File: config.mk
export PLATFORM = sky130hd
export DESIGN_NAME = cpu_fetch_unit
export DESIGN_NICKNAME = d
export VERILOG_FILES = /design/src/rtl/cpu_pkg.sv /design/src/rtl/cpu_fetch_fifo.sv /design/src/rtl/cpu_fetch_unit.sv
export SDC_FILE = /design/constraint.sdc
export NUM_CORES = 1
export LEC_CHECK = 0
export BUFFER_PORTS_ARGS = -buffer_cell sky130_fd_sc_hd__buf_2
export CORE_ASPECT_RATIO = 1.4
export CORE_UTILIZATION = 65
export CTS_BUF_LIST = sky130_fd_sc_hd__clkbuf_8
export DETAILED_ROUTE_END_ITERATION = 8
export PLACE_DENSITY = 0.95
export SLEW_MARGIN = 20
export SYNTH_ARGS = -nofsm -noshare
export SYNTH_HDL_FRONTEND = slang
export SYNTH_SLANG_ARGS = --single-unit
File: constraint.sdc
create_clock -name clk -period 4.8 [get_ports clk]
set_input_delay 0.24 -clock clk [delete_from_list [all_inputs] [get_ports clk]]
set_output_delay 0.24 -clock clk [all_outputs]
set_load 0.02 [all_outputs]
File: src/rtl/cpu_pkg.sv
// cpu_pkg -- shared CPU front-end definitions.
// Holds the XLEN, the NOP encoding used for misaligned-target markers,
// the fetch-queue entry layout and the fetch state encoding.
package cpu_pkg;

   localparam int XLEN = 32;
   localparam logic [XLEN-1:0] NOP_INSTR = 32'h0000_0013;

   typedef struct packed {
      logic [XLEN-1:0] pc;
      logic [XLEN-1:0] instr;
      logic            misalign;
   } fetch_entry_t;

   typedef enum logic {
      ST_RUN  = 1'b0,
      ST_HALT = 1'b1
   } fetch_state_e;

endpackage

File: src/rtl/cpu_fetch_fifo.sv
// cpu_fetch_fifo -- synchronous fetch queue with flush.
// Ports:
//   clk, rst_n        clock, async active-low reset
//   flush_i           drop all entries at this edge (wins over push/pop)
//   push_i, data_i    write an entry
//   pop_i             remove the head (only when valid_o)
//   data_o, valid_o   head entry (zero when empty) and its valid
//   count_o           number of stored entries
// Pointers are log2(DEPTH) bits and wrap by natural rollover, so DEPTH
// must be a power of two.
module cpu_fetch_fifo #(
   parameter  int WIDTH = 65,
   parameter  int DEPTH = 4,
   localparam int AW    = $clog2(DEPTH)
) (
   input  logic             clk,
   input  logic             rst_n,
   input  logic             flush_i,
   input  logic             push_i,
   input  logic [WIDTH-1:0] data_i,
   input  logic             pop_i,
   output logic [WIDTH-1:0] data_o,
   output logic             valid_o,
   output logic [AW:0]      count_o
);

   logic [WIDTH-1:0] mem_q [DEPTH];
   logic [AW-1:0]    wr_ptr_q, wr_ptr_d;
   logic [AW-1:0]    rd_ptr_q, rd_ptr_d;
   logic [AW:0]      count_q, count_d;
   logic             wr_en;
   logic             rd_en;

   assign wr_en = push_i & ~flush_i;
   assign rd_en = pop_i & ~flush_i & (count_q != '0);

   always_comb begin
      wr_ptr_d = wr_ptr_q;
      rd_ptr_d = rd_ptr_q;
      count_d  = count_q;
      if (flush_i) begin
         wr_ptr_d = '0;
         rd_ptr_d = '0;
         count_d  = '0;
      end else begin
         if (wr_en) wr_ptr_d = wr_ptr_q + AW'(1);
         if (rd_en) rd_ptr_d = rd_ptr_q + AW'(1);
         case ({wr_en, rd_en})
            2'b10:   count_d = count_q + (AW+1)'(1);
            2'b01:   count_d = count_q - (AW+1)'(1);
            default: count_d = count_q;
         endcase
      end
   end

   always_ff @(posedge clk or negedge rst_n) begin
      if (!rst_n) begin
         wr_ptr_q <= '0;
         rd_ptr_q <= '0;
         count_q  <= '0;
      end else begin
         wr_ptr_q <= wr_ptr_d;
         rd_ptr_q <= rd_ptr_d;
         count_q  <= count_d;
      end
   end

   // Storage needs no reset: the head is masked to zero whenever empty.
   always_ff @(posedge clk) begin
      if (wr_en) mem_q[wr_ptr_q] <= data_i;
   end

   assign valid_o = (count_q != '0);
   assign data_o  = valid_o ? mem_q[rd_ptr_q] : '0;
   assign count_o = count_q;

endmodule

File: src/rtl/cpu_fetch_unit.sv
// cpu_fetch_unit -- instruction fetch front end with redirect support.
// Ports:
//   clk, rst_n            clock, async active-low reset
//   imem_en, imem_addr    memory read request / word address
//   imem_rdata            read data, valid one cycle after imem_en
//   redir_valid, redir_pc redirect request and target
//   f_valid, f_ready      head handshake toward the decoder
//   f_instr, f_pc         head instruction and its address
//   f_misalign            head is a misaligned-target marker (macro only)
// Optional feature: define FETCH_MISALIGN_CHK_EN to turn a misaligned
// redirect into a NOP marker entry and halt fetching until the next
// redirect. Without it the low target bits are ignored.
//
// state   | meaning
// RUN     | issuing reads while queue credit is available
// HALT    | misaligned target seen; no issue until next redirect
module cpu_fetch_unit
   import cpu_pkg::*;
#(
   parameter logic [31:0] RESET_PC    = 32'h0000_0000,
   parameter int          IMEM_AW     = 10,
   parameter int          QUEUE_DEPTH = 4
) (
   input  logic               clk,
   input  logic               rst_n,
   output logic               imem_en,
   output logic [IMEM_AW-1:0] imem_addr,
   input  logic [31:0]        imem_rdata,
   input  logic               redir_valid,
   input  logic [31:0]        redir_pc,
   output logic               f_valid,
   input  logic               f_ready,
   output logic [31:0]        f_instr,
   output logic [31:0]        f_pc
`ifdef FETCH_MISALIGN_CHK_EN
   ,
   output logic               f_misalign
`endif
);

   localparam int CW = $clog2(QUEUE_DEPTH);

   logic [31:0]  pc_q, pc_d;
   logic         inflight_q, inflight_d;
   logic [31:0]  inflight_pc_q, inflight_pc_d;
   logic [CW:0]  q_count;
   logic [CW+1:0] occupancy;
   logic         q_valid;
   logic         run;
   logic         issue;
   logic         push;
   logic         pop;
   logic [31:0]  redir_target;
   fetch_entry_t push_entry;
   fetch_entry_t head_entry;

`ifdef FETCH_MISALIGN_CHK_EN
   fetch_state_e state_q, state_d;
   logic         mis_pend_q, mis_pend_d;
   logic         redir_misaligned;

   assign redir_misaligned = (redir_pc[1:0] != 2'b00);
   assign redir_target     = redir_pc;
   assign run              = (state_q == ST_RUN);

   always_comb begin
      state_d    = state_q;
      mis_pend_d = 1'b0;
      if (redir_valid) begin
         state_d    = redir_misaligned ? ST_HALT : ST_RUN;
         mis_pend_d = redir_misaligned;
      end
   end

   always_ff @(posedge clk or negedge rst_n) begin
      if (!rst_n) begin
         state_q    <= ST_RUN;
         mis_pend_q <= 1'b0;
      end else begin
         state_q    <= state_d;
         mis_pend_q <= mis_pend_d;
      end
   end

   // The marker reuses pc_q, which holds the raw misaligned target.
   assign push = (inflight_q | mis_pend_q) & ~redir_valid;
   always_comb begin
      if (mis_pend_q) begin
         push_entry = '{pc: pc_q, instr: NOP_INSTR, misalign: 1'b1};
      end else begin
         push_entry = '{pc: inflight_pc_q, instr: imem_rdata, misalign: 1'b0};
      end
   end
`else
   logic redir_lsb_unused;

   assign redir_lsb_unused = ^redir_pc[1:0];
   assign redir_target     = {redir_pc[31:2], 2'b00};
   assign run              = 1'b1;
   assign push             = inflight_q & ~redir_valid;
   assign push_entry       = '{pc: inflight_pc_q, instr: imem_rdata, misalign: 1'b0};
`endif

   // Credit counts the in-flight read; a same-cycle pop is not credited.
   assign occupancy = {1'b0, q_count} + (CW+2)'(inflight_q);
   assign issue     = rst_n & run & ~redir_valid
                      & (occupancy < (CW+2)'(QUEUE_DEPTH));

   always_comb begin
      pc_d          = pc_q;
      inflight_d    = issue;
      inflight_pc_d = inflight_pc_q;
      if (redir_valid) begin
         pc_d = redir_target;
      end else if (issue) begin
         pc_d          = pc_q + 32'd4;
         inflight_pc_d = pc_q;
      end
   end

   always_ff @(posedge clk or negedge rst_n) begin
      if (!rst_n) begin
         pc_q          <= RESET_PC;
         inflight_q    <= 1'b0;
         inflight_pc_q <= '0;
      end else begin
         pc_q          <= pc_d;
         inflight_q    <= inflight_d;
         inflight_pc_q <= inflight_pc_d;
      end
   end

   cpu_fetch_fifo #(
      .WIDTH ($bits(fetch_entry_t)),
      .DEPTH (QUEUE_DEPTH)
   ) u_fifo (
      .clk     (clk),
      .rst_n   (rst_n),
      .flush_i (redir_valid),
      .push_i  (push),
      .data_i  (push_entry),
      .pop_i   (pop),
      .data_o  (head_entry),
      .valid_o (q_valid),
      .count_o (q_count)
   );

   assign imem_en   = issue;
   assign imem_addr = pc_q[IMEM_AW+1:2];
   assign f_valid   = q_valid & ~redir_valid;
   assign pop       = f_valid & f_ready;
   assign f_instr   = head_entry.instr;
   assign f_pc      = head_entry.pc;
`ifdef FETCH_MISALIGN_CHK_EN
   assign f_misalign = head_entry.misalign;
`endif

endmodule

Word level (Yosys, flattened, before mapping)
Memories as Yosys holds them, arrays and structs flattened.
Cells that the tools add are included.
- register bits: 72
- memory bits (writable): 256
- input bits: 68
- output and inout port bits: 76
- word-level logic and storage cells: 42
- memories: 1
- memory list (memory ; depth ; bits a word ; rd ports ; clocked after Yosys merged registers in ; write ports ; line ; source):
    u_fifo.mem_q ; 4 ; 64 ; 1 ; 0 ; 1 ; cpu_fetch_fifo.sv:27 ; logic [WIDTH-1:0] mem_q [DEPTH];
- add/sub/neg operators: 6
- magnitude comparators: 1
- equality and inequality tests: 2
- mux-type cells: 11
- bitwise gates (word level): 9
- reduce and logical (&&, ||, !) cells: 6
- operator list (operator ; number):
    2-to-1 mux 65 bit ; 1
    2-to-1 mux 32 bit ; 2
    adder 32 x 3 -> 32 bit, second input constant ; 1
    bitwise AND 1 bit ; 8
    2-to-1 mux 2 bit ; 4
    case mux 3 bit (2 select lines) ; 1
    nonzero test 2 bit ; 3
    nonzero test 3 bit ; 2
    adder 2 x 1 -> 2 bit, second input constant ; 2
    adder 3 x 1 -> 4 bit ; 1
    less-than comparator 4 x 3 -> 1 bit, second input constant ; 1
    adder 3 x 1 -> 3 bit, second input constant ; 1
    2-to-1 mux 3 bit ; 1
    subtractor 3 x 1 -> 3 bit, second input constant ; 1
    == test 2 x 1 -> 1 bit, second input constant ; 1
    == test 2 bit, second input constant ; 1
    2-to-1 mux 1 bit ; 2
    AND reduction 2 bit ; 1
    NOT 1 bit ; 1

Longest topological paths before layout
Gate-level depths: netlist of the first run.
- word-level depth: 8
- depth in mapped cells: 9
- mapped depth without buffers: 7

Modules after synthesis
A second synthesis of the first run with hierarchy kept.
- cells, all modules: 824
- area, all modules: 13444.1 sq um
- modules (own cells, without submodules) (module ; times used ; cells each ; area an instance (sq um) ; seq. area each (sq um)):
    cpu_fetch_fifo ; 1 ; 462 ; 10326.2 ; 7982.7
    cpu_fetch_unit ; 1 ; 362 ; 3118.0 ; 1526.5

Worst setup path before layout of the first run
No wires, ideal clock.
- path type: input-to-reg
- from: input redir_valid
- to: memory u_fifo.mem_q[0][0] (netlist bit) (enable)
- setup time: 427 ps
- arrival: 2256 ps
- required time: 4373 ps
- path slack: 2117 ps
- stages on the path: 4
- buffers on the path: 2
- path through: buf_2 clkbuf_1 nor2b_1 and2_1
- cells in the longest elaborated chain, start to end: 5
- ends and longest elaborated chain (item ; line ; source):
    start, declared ; cpu_fetch_unit.sv:29 ; input logic redir_valid,
    NOT 1 bit (no source line) (*) ; - ;
    bitwise AND 1 bit ; cpu_fetch_unit.sv:100 ; assign push = inflight_q & ~redir_valid;
    bitwise AND 1 bit (*) ; cpu_fetch_fifo.sv:34 ; assign wr_en = push_i & ~flush_i;
    2-to-1 mux 1 bit (*) ; cpu_fetch_fifo.sv:70 ; if (wr_en) mem_q[wr_ptr_q] <= data_i;
    2-to-1 mux 1 bit (not written as such) (*) ; cpu_fetch_fifo.sv:70 ;
    end, declared ; cpu_fetch_fifo.sv:27 ;
Mark *: on every way between the ends. The rest lies on a longest branch, timed or not.

Final worst setup path of the first run
- from: register u_fifo.rd_ptr_q[1]
- to: output f_instr[2]
- cells in the longest elaborated chain, start to end: 2
- ends and longest elaborated chain (item ; line ; source):
    start, declared ; cpu_fetch_fifo.sv:29 ; logic [AW-1:0] rd_ptr_q, rd_ptr_d;
    start signal, assigned ; cpu_fetch_fifo.sv:63 ; rd_ptr_q <= rd_ptr_d;
    memory (4 x 64 bit) ; - ;
    2-to-1 mux 65 bit ; cpu_fetch_fifo.sv:74 ; assign data_o = valid_o ? mem_q[rd_ptr_q] : '0;
    end, declared ; cpu_fetch_unit.sv:33 ; output logic [31:0] f_instr,
No other way between the ends.

==> results.txt, run 1 <==
Number of distinct library cell variants in the gate-level netlist after synthesis - 48
Total clock sinks - 316
Static Leak - 0.00567 µW
Num CTS Buffers - 43
Type of element launching the critical path - flip-flop
Number of top-level pins - 144
Top area cells in the synthesized netlist - edfxtp_1 58%, dfrtp_1 13%, mux4_2 11%, nand2_1 3.4%, and2_1 3.2%
Post-synth top area share - 58.1%
DRC Markers - 0
H-tree depth - 2
Count of cells along the worst register-to-register path - 7
Area of the core - 19300 µm²
Synthesized cell area - 12800 µm²
Relative slew slack - 27.4%
Fraction of final layout cells sized beyond drive strength 1 - 27.2%
Synth Area per Inst - 16.2 µm²
Deepest clock path buffer count - 3
DR vias - 7700
Sum of net half-perimeters after detailed placement - 14400 µm
IR Drop Worst-Case VDD - 0.000342 V
Busiest metal layer after global routing - met2
Vias in the first global route - 8070
Yosys warning count - 0
Fin crit share - 63.3%
Register area share after synthesis - 71.4%
Die Footprint - 20300 µm²
Met1 usage in global routing - 34.4%
Delay-heaviest family, CP - flip-flops
Antenna Violating Nets Remaining - 0
Leading register cell type out of synthesis - edfxtp_1
Unrepaired setup endpoints after global routing - false
Worst-case setup slack after placement - 1.90 ns
Final critical-path required period - 3.04 ns
Synthesis-to-layout area growth - 16.9%
Number of core rows - 60
Wire per inst - 21.1 µm
Total grt overflow - 0
Post-CTS clock slew at the launch and capture registers of the worst setup and hold paths - 0.07 ns
Setup clock skew after layout - 0.0255 ns
Ys async rst share - 21.5%
Maximum fanout count along the critical path - 42
Ratio of total power to cell area - 500 nW/µm²
Hold_ws - -0.0119 ns
Transition time of the tightest slew-check pin - 1.09 ns
Library cell with the largest summed area after synthesis - edfxtp_1
Global-route wire length before repair - 42200 µm
Vias per Instance - 6.08
Levels on crit path - 4
Layout Nets - 1058
Type of the worst setup path - flip-flop to output pin
Clock root buffer - clkbuf_8
Placer congestion estimate - 0.859
Worst skew pair latency - 0.52 ns
Required time reported for the critical path endpoint - 4.56 ns
Initial antenna violation count - 2
Library cell contributing the largest single delay on the critical path - dfrtp_2
Clock tree from TritonCTS - built
Count of buffer and inverter cells on the critical path - 2
DRC marker count from the first detailed-route iteration - 661
Crit-path cells - buf_4, mux4_2, and2_1, buf_2
Number of input and output port buffers inserted - 139
Initial standard-cell utilization of the core - 66.5%
Leading post-synthesis cells by instance count - 248 x edfxtp_1, 115 x nand2_1, 68 x dfrtp_1
Number of gates given a new drive strength after cts - 0
Die W - 121 µm
Drt pass-1 iters - 6
Met3 Use GR - 3.42%
Data arrival, critical path - 2.80 ns
Number of max-cap violations - 0
Run status - finished with violations
M2 GR Usage - 48.5%
Final hold violation count - 3
Count of endpoints failing setup in the final report - 0
Violations in the final reports - negative hold slack
Number of enable flip-flop cells after synthesis - 248
Vertical die dimension - 168 µm
Total count of max-transition violations in the final report - 0
Crit. End Element - output pin
Wire length after detailed routing - 26700 µm
Total routing usage reported by global routing - 27.5%
CP peak stage delay - 1.09 ns
Maximum number of pins on one net before global-route repair - 69
Instance count of the mapped netlist - 789
Count leader, synth - edfxtp_1
Type of the tightest min-delay check - primary input to async pin
Register bit count reported by yosys - 316
Achievable frequency - 0.329 GHz
Setup Total Neg Slack - 0 ns
Worst path setup slack after routing - 1.76 ns
[layout make-up]
cell class | count | area [µm²]
Clock buffer | 44 | 606
Antenna cell | 2 | 5.00
Tap cell | 248 | 310
Sequential cell | 316 | 9150
Inverter | 4 | 15.0
Timing Repair Buffer | 205 | 1340
Clock inverter | 33 | 168
Multi-Input combinational cell | 414 | 3390
Fill cell | 1004 | 4300
[final timing paths]
check | start | end | slack [ns]
hold reg to reg | inflight_pc_q[18] | u_fifo.mem_q[2][50] | 0.51
min in group clk | redir_pc[29] | pc_q[29] | 0.04
hold / removal | rst_n | pc_q[9] | -0.01
max in group asynchronous | rst_n | u_fifo.rd_ptr_q[0] | 4.14
setup / recovery | u_fifo.rd_ptr_q[1] | f_instr[2] | 1.76
setup reg to reg | u_fifo.count_o[0] | u_fifo.count_o[2] | 2.20
[cell families after synthesis]
| kind of cell | after synthesis | synth area share [%] |
|---|---|---|
| buffers and inverters | 60 | 2.33 |
| adder cells (fa/ha/maj) | 6 | 0.644 |
| AO/OA/AOI/OAI | 53 | 2.87 |
| AND/OR/NAND/NOR | 281 | 11.1 |
| XOR/XNOR | 6 | 0.410 |
| flip-flops | 316 | 71.4 |
| other | 1 | 0.0292 |
| multiplexers | 66 | 11.2 |
[state kept, by name, summed over array words and instances, names as in the netlist]
name / flops
u_fifo.mem_q: 248
u_fifo.wr_ptr_q: 2
pc_q: 30
inflight_pc_q: 30
inflight_q: 1
u_fifo.count_o: 3
u_fifo.rd_ptr_q: 2
[stage by stage]
stage	std cells	instance area, µm²	hold slack [ns]	total power, µW	util [%]
5_1_grt	1266	15000	0.00954	7840	77.7
6_report	1266	15000	-0.0119	7500	77.7
4_1_cts	1264	15000	0.0107	7520	77.7
2_1_floorplan	790	12800	-0.0556	5010	-
3_5_place_dp	1128	13600	0.448	5660	70.6
3_3_place_gp	1128	13600	0.450	5600	70.6
[report_power, final]
| part | switching [µW] | internal (µW) |
|---|---|---|
| clock | 933 | 911 |
| sequential | 336 | 3300 |
| combinational | 1150 | 869 |
| total | 2420 | 5080 |
[routing by layer]
layer | up-vias | wire length [µm] | part of all wire (%)
li1 | 3371 | - | -
met1 | 3814 | 9680 | 36
met2 | 429 | 14400 | 54
met3 | 86 | 1700 | 6.4
met4 | 0 | 941 | 3.5
met5 | - | 0 | 0
[cell usage in the layout, fill, tap and decap left out, types with 4 or more instances in the layout]
cell           netlist  layout
dlygate4sd3_1        0      59
nand4_1             11      11
and2_1              66      62
and2_4               0       4
buf_2               17     139
dfrtp_1             68      66
clkinv_2             0       8
nor2b_1             10      10
buf_4               14       7
clkbuf_8             0      44
nand3_1             21      21
a221o_1              6       6
o21ai_0             14      14
or3_1                7       6
o311ai_1             5       5
o211ai_1             5       5
and4_1               5       5
a22oi_1              6       6
nor2_1              17      16
xor2_1               4       4
inv_1                3      18
nor3b_1              4       4
edfxtp_1           248     248
mux4_2              62      62
and3_1               7       7
ha_1                 5       5
nand2_1            115     115
nor3_1               7       7
a21oi_1              8       8
clkinv_1             0       7
[repair_timing]
item	4_1_cts	5_1_grt
setup buffers	0	0
hold endpoints to repair	155	0
hold buffers	59	0
setup endpoints to repair	0	0
(Power assumes the default switching activity.)
==> run 2, diff against run 1 <==
Settings changed: CORE_UTILIZATION 65 to 55, PLACE_DENSITY 0.95 to 0.9.
Clock period 4.8 ns to 2.63 ns, I/O delays scaled along.
==> results.txt, run 2 (synthesis results as in run 1) <==
Drt pass-1 iters - 8
H-tree depth - 2
Post-layout util - 67.7%
Unrepaired setup endpoints after global routing - false
IR Drop Worst-Case VDD - 0.000526 V
Maximum number of pins on one net before global-route repair - 69
Number of top-level pins - 144
Clock tree from TritonCTS - built
Global-route wire length before repair - 41200 µm
Switching fraction of total power - 32.0%
Hold Path Stages - 2
DRC marker count from the first detailed-route iteration - 596
Synthesis-to-layout area growth - 19.9%
Ratio of total power to cell area - 905 nW/µm²
Achievable frequency - 0.410 GHz
Fraction of final layout cells sized beyond drive strength 1 - 28.0%
Initial antenna violation count - 0
Clock root buffer - clkbuf_8
Count of cells along the worst register-to-register path - 7
Num CTS Buffers - 45
Antenna Violating Nets Remaining - 0
Data arrival, critical path - 2.31 ns
FF-to-FF Start - u_fifo.count_o[0]
Transition time of the tightest slew-check pin - 0.877 ns
Registers with the most flip-flops - u_fifo.mem_q (248), inflight_pc_q (30), pc_q (30)
Most frequent cells in the layout - 248 x edfxtp_1, 139 x buf_2, 115 x nand2_1
Maximum fanout count along the critical path - 23
Required time reported for the critical path endpoint - 2.50 ns
Total grt overflow - 0
Initial standard-cell utilization of the core - 56.5%
Number of gates given a new drive strength after cts - 0
Total clock sinks - 316
Number of max-cap violations - 0
Reg2Reg Setup Slack - 0.48 ns
Hold path start - imem_rdata[9]
Count of fill cells added during filler insertion - 1464
Clock power frac - 25.2%
Placer congestion estimate - 0.862
Layout Nets - 1084
Crit. End Element - output pin
Vias per Instance - 5.62
Type of the worst setup path - flip-flop to output pin
Final critical-path required period - 2.44 ns
Die W - 131 µm
Deepest clock path buffer count - 3
Antenna diodes - 0
Count of endpoints failing setup in the final report - 0
Type of the tightest min-delay check - primary input to flip-flop
CP peak stage delay - 0.59 ns
Total count of max-transition violations in the final report - 0
Net switching power - 4450 µW
Worst skew pair latency - 0.55 ns
Most common cell after layout, fill and taps aside - edfxtp_1
Fin crit share - 92.7%
Critical Path Start - u_fifo.rd_ptr_q[0]
Number of input and output port buffers inserted - 139
Crit-path cells - buf_12, mux4_2, and2_1, buf_2
Gate power share - 28.1%
Vertical die dimension - 183 µm
Final hold violation count - 0
Area of the core - 22700 µm²
Static Leak - 0.00587 µW
Setup Total Neg Slack - 0 ns
Post-CTS clock slew at the launch and capture registers of the worst setup and hold paths - 0.06 ns
Internal Dissipation - 9470 µW
DRC Markers - 0
Vias in the first global route - 7985
Sum of net half-perimeters after detailed placement - 15800 µm
Wire length after detailed routing - 26400 µm
Die Footprint - 23900 µm²
Proportion of power drawn by flip-flops and latches - 46.8%
Run status - complete, no violations
Worst reg2reg endpoint - u_fifo.count_o[2]
Number of core rows - 65
Number of standard cells in the final layout excluding fillers - 1347
Relative slew slack - 41.3%
Library cell contributing the largest single delay on the critical path - dfrtp_4
Min-Delay Endpoint - u_fifo.mem_q[2][9]
Total routing usage reported by global routing - 23.1%
Placed cell count - 1198
DR vias - 7575
Flip-flop count of the largest register after layout - 248
Type of element launching the critical path - flip-flop
Wire per inst - 19.6 µm
Setup clock skew after layout - 0.0222 ns
Register with the highest flop count - u_fifo.mem_q
## run 2: timing repair
| action | in CTS | in global routing |
|---|---|---|
| hold buffers | 65 | 0 |
| hold endpoints to repair | 231 | 0 |
| endpoints found under the setup margin | 5 | 0 |
| setup buffers | 1 | 0 |
## run 2: metal layers
layer  share of wire [%]  vias to the layer above  wire length [µm]  global-route usage, %
met5                   0                        -                 0                      0
met3                 5.2                       68              1380                   3.99
met2                  54                      294             14200                   40.8
li1                    -                     3432                 -                      -
met1                  37                     3781              9880                   27.2
met4                 3.5                        0               933                   10.4
## run 2: worst max-delay path by stage
stage	cells past startpoint	to	slack [ns]
after floorplan	3	u_fifo.mem_q[0][0]	0.04
after global placement	7	u_fifo.count_o[2]	0.53
after detailed placement	7	u_fifo.count_o[2]	0.48
after CTS	4	f_pc[23]	0.15
after global routing	4	f_pc[16]	0.09
final	4	f_pc[7]	0.19
## run 2: stage by stage
step / total power [µW] / instance area (µm²) / hold slack, ns / setup WS [ns]
finish: 13900 / 15400 / 0.346 / 0.192
global route: 14600 / 15400 / 0.335 / 0.0874
CTS: 14000 / 15400 / 0.314 / 0.147
detailed placement: 10400 / 13900 / 0.351 / 0.485
global placement: 10300 / 13900 / 0.343 / 0.533
floorplan: 9140 / 12800 / -0.164 / 0.0431
## run 2: critical path, delay by kind of cell, from the launching register on
family	cells	cell delay [ns]
DFF	1	0.59
and+or+nand+nor	1	0.19
muxes	1	0.54
buffers and inverters	2	0.42
## run 2: power by group through the flow
stage	Clock (µW)	Sequential, µW	Combinational [µW]
3_3_place_gp	0	6580	3730
6_report	3500	6510	3910
2_1_floorplan	0	6380	2770
5_1_grt	3770	6570	4290
3_5_place_dp	0	6640	3800
4_1_cts	3570	6500	3960
## run 2: layout make-up
class,count,area [µm²],share of cell area (%)
Inverter,4,15.0,0.0977
Sequential cell,316,9150,59.6
Clock inverter,32,128,0.830
Multi-Input combinational cell,414,3390,22.0
Clock buffer,51,702,4.57
Timing Repair Buffer,229,1600,10.4
Tap cell,301,377,2.45
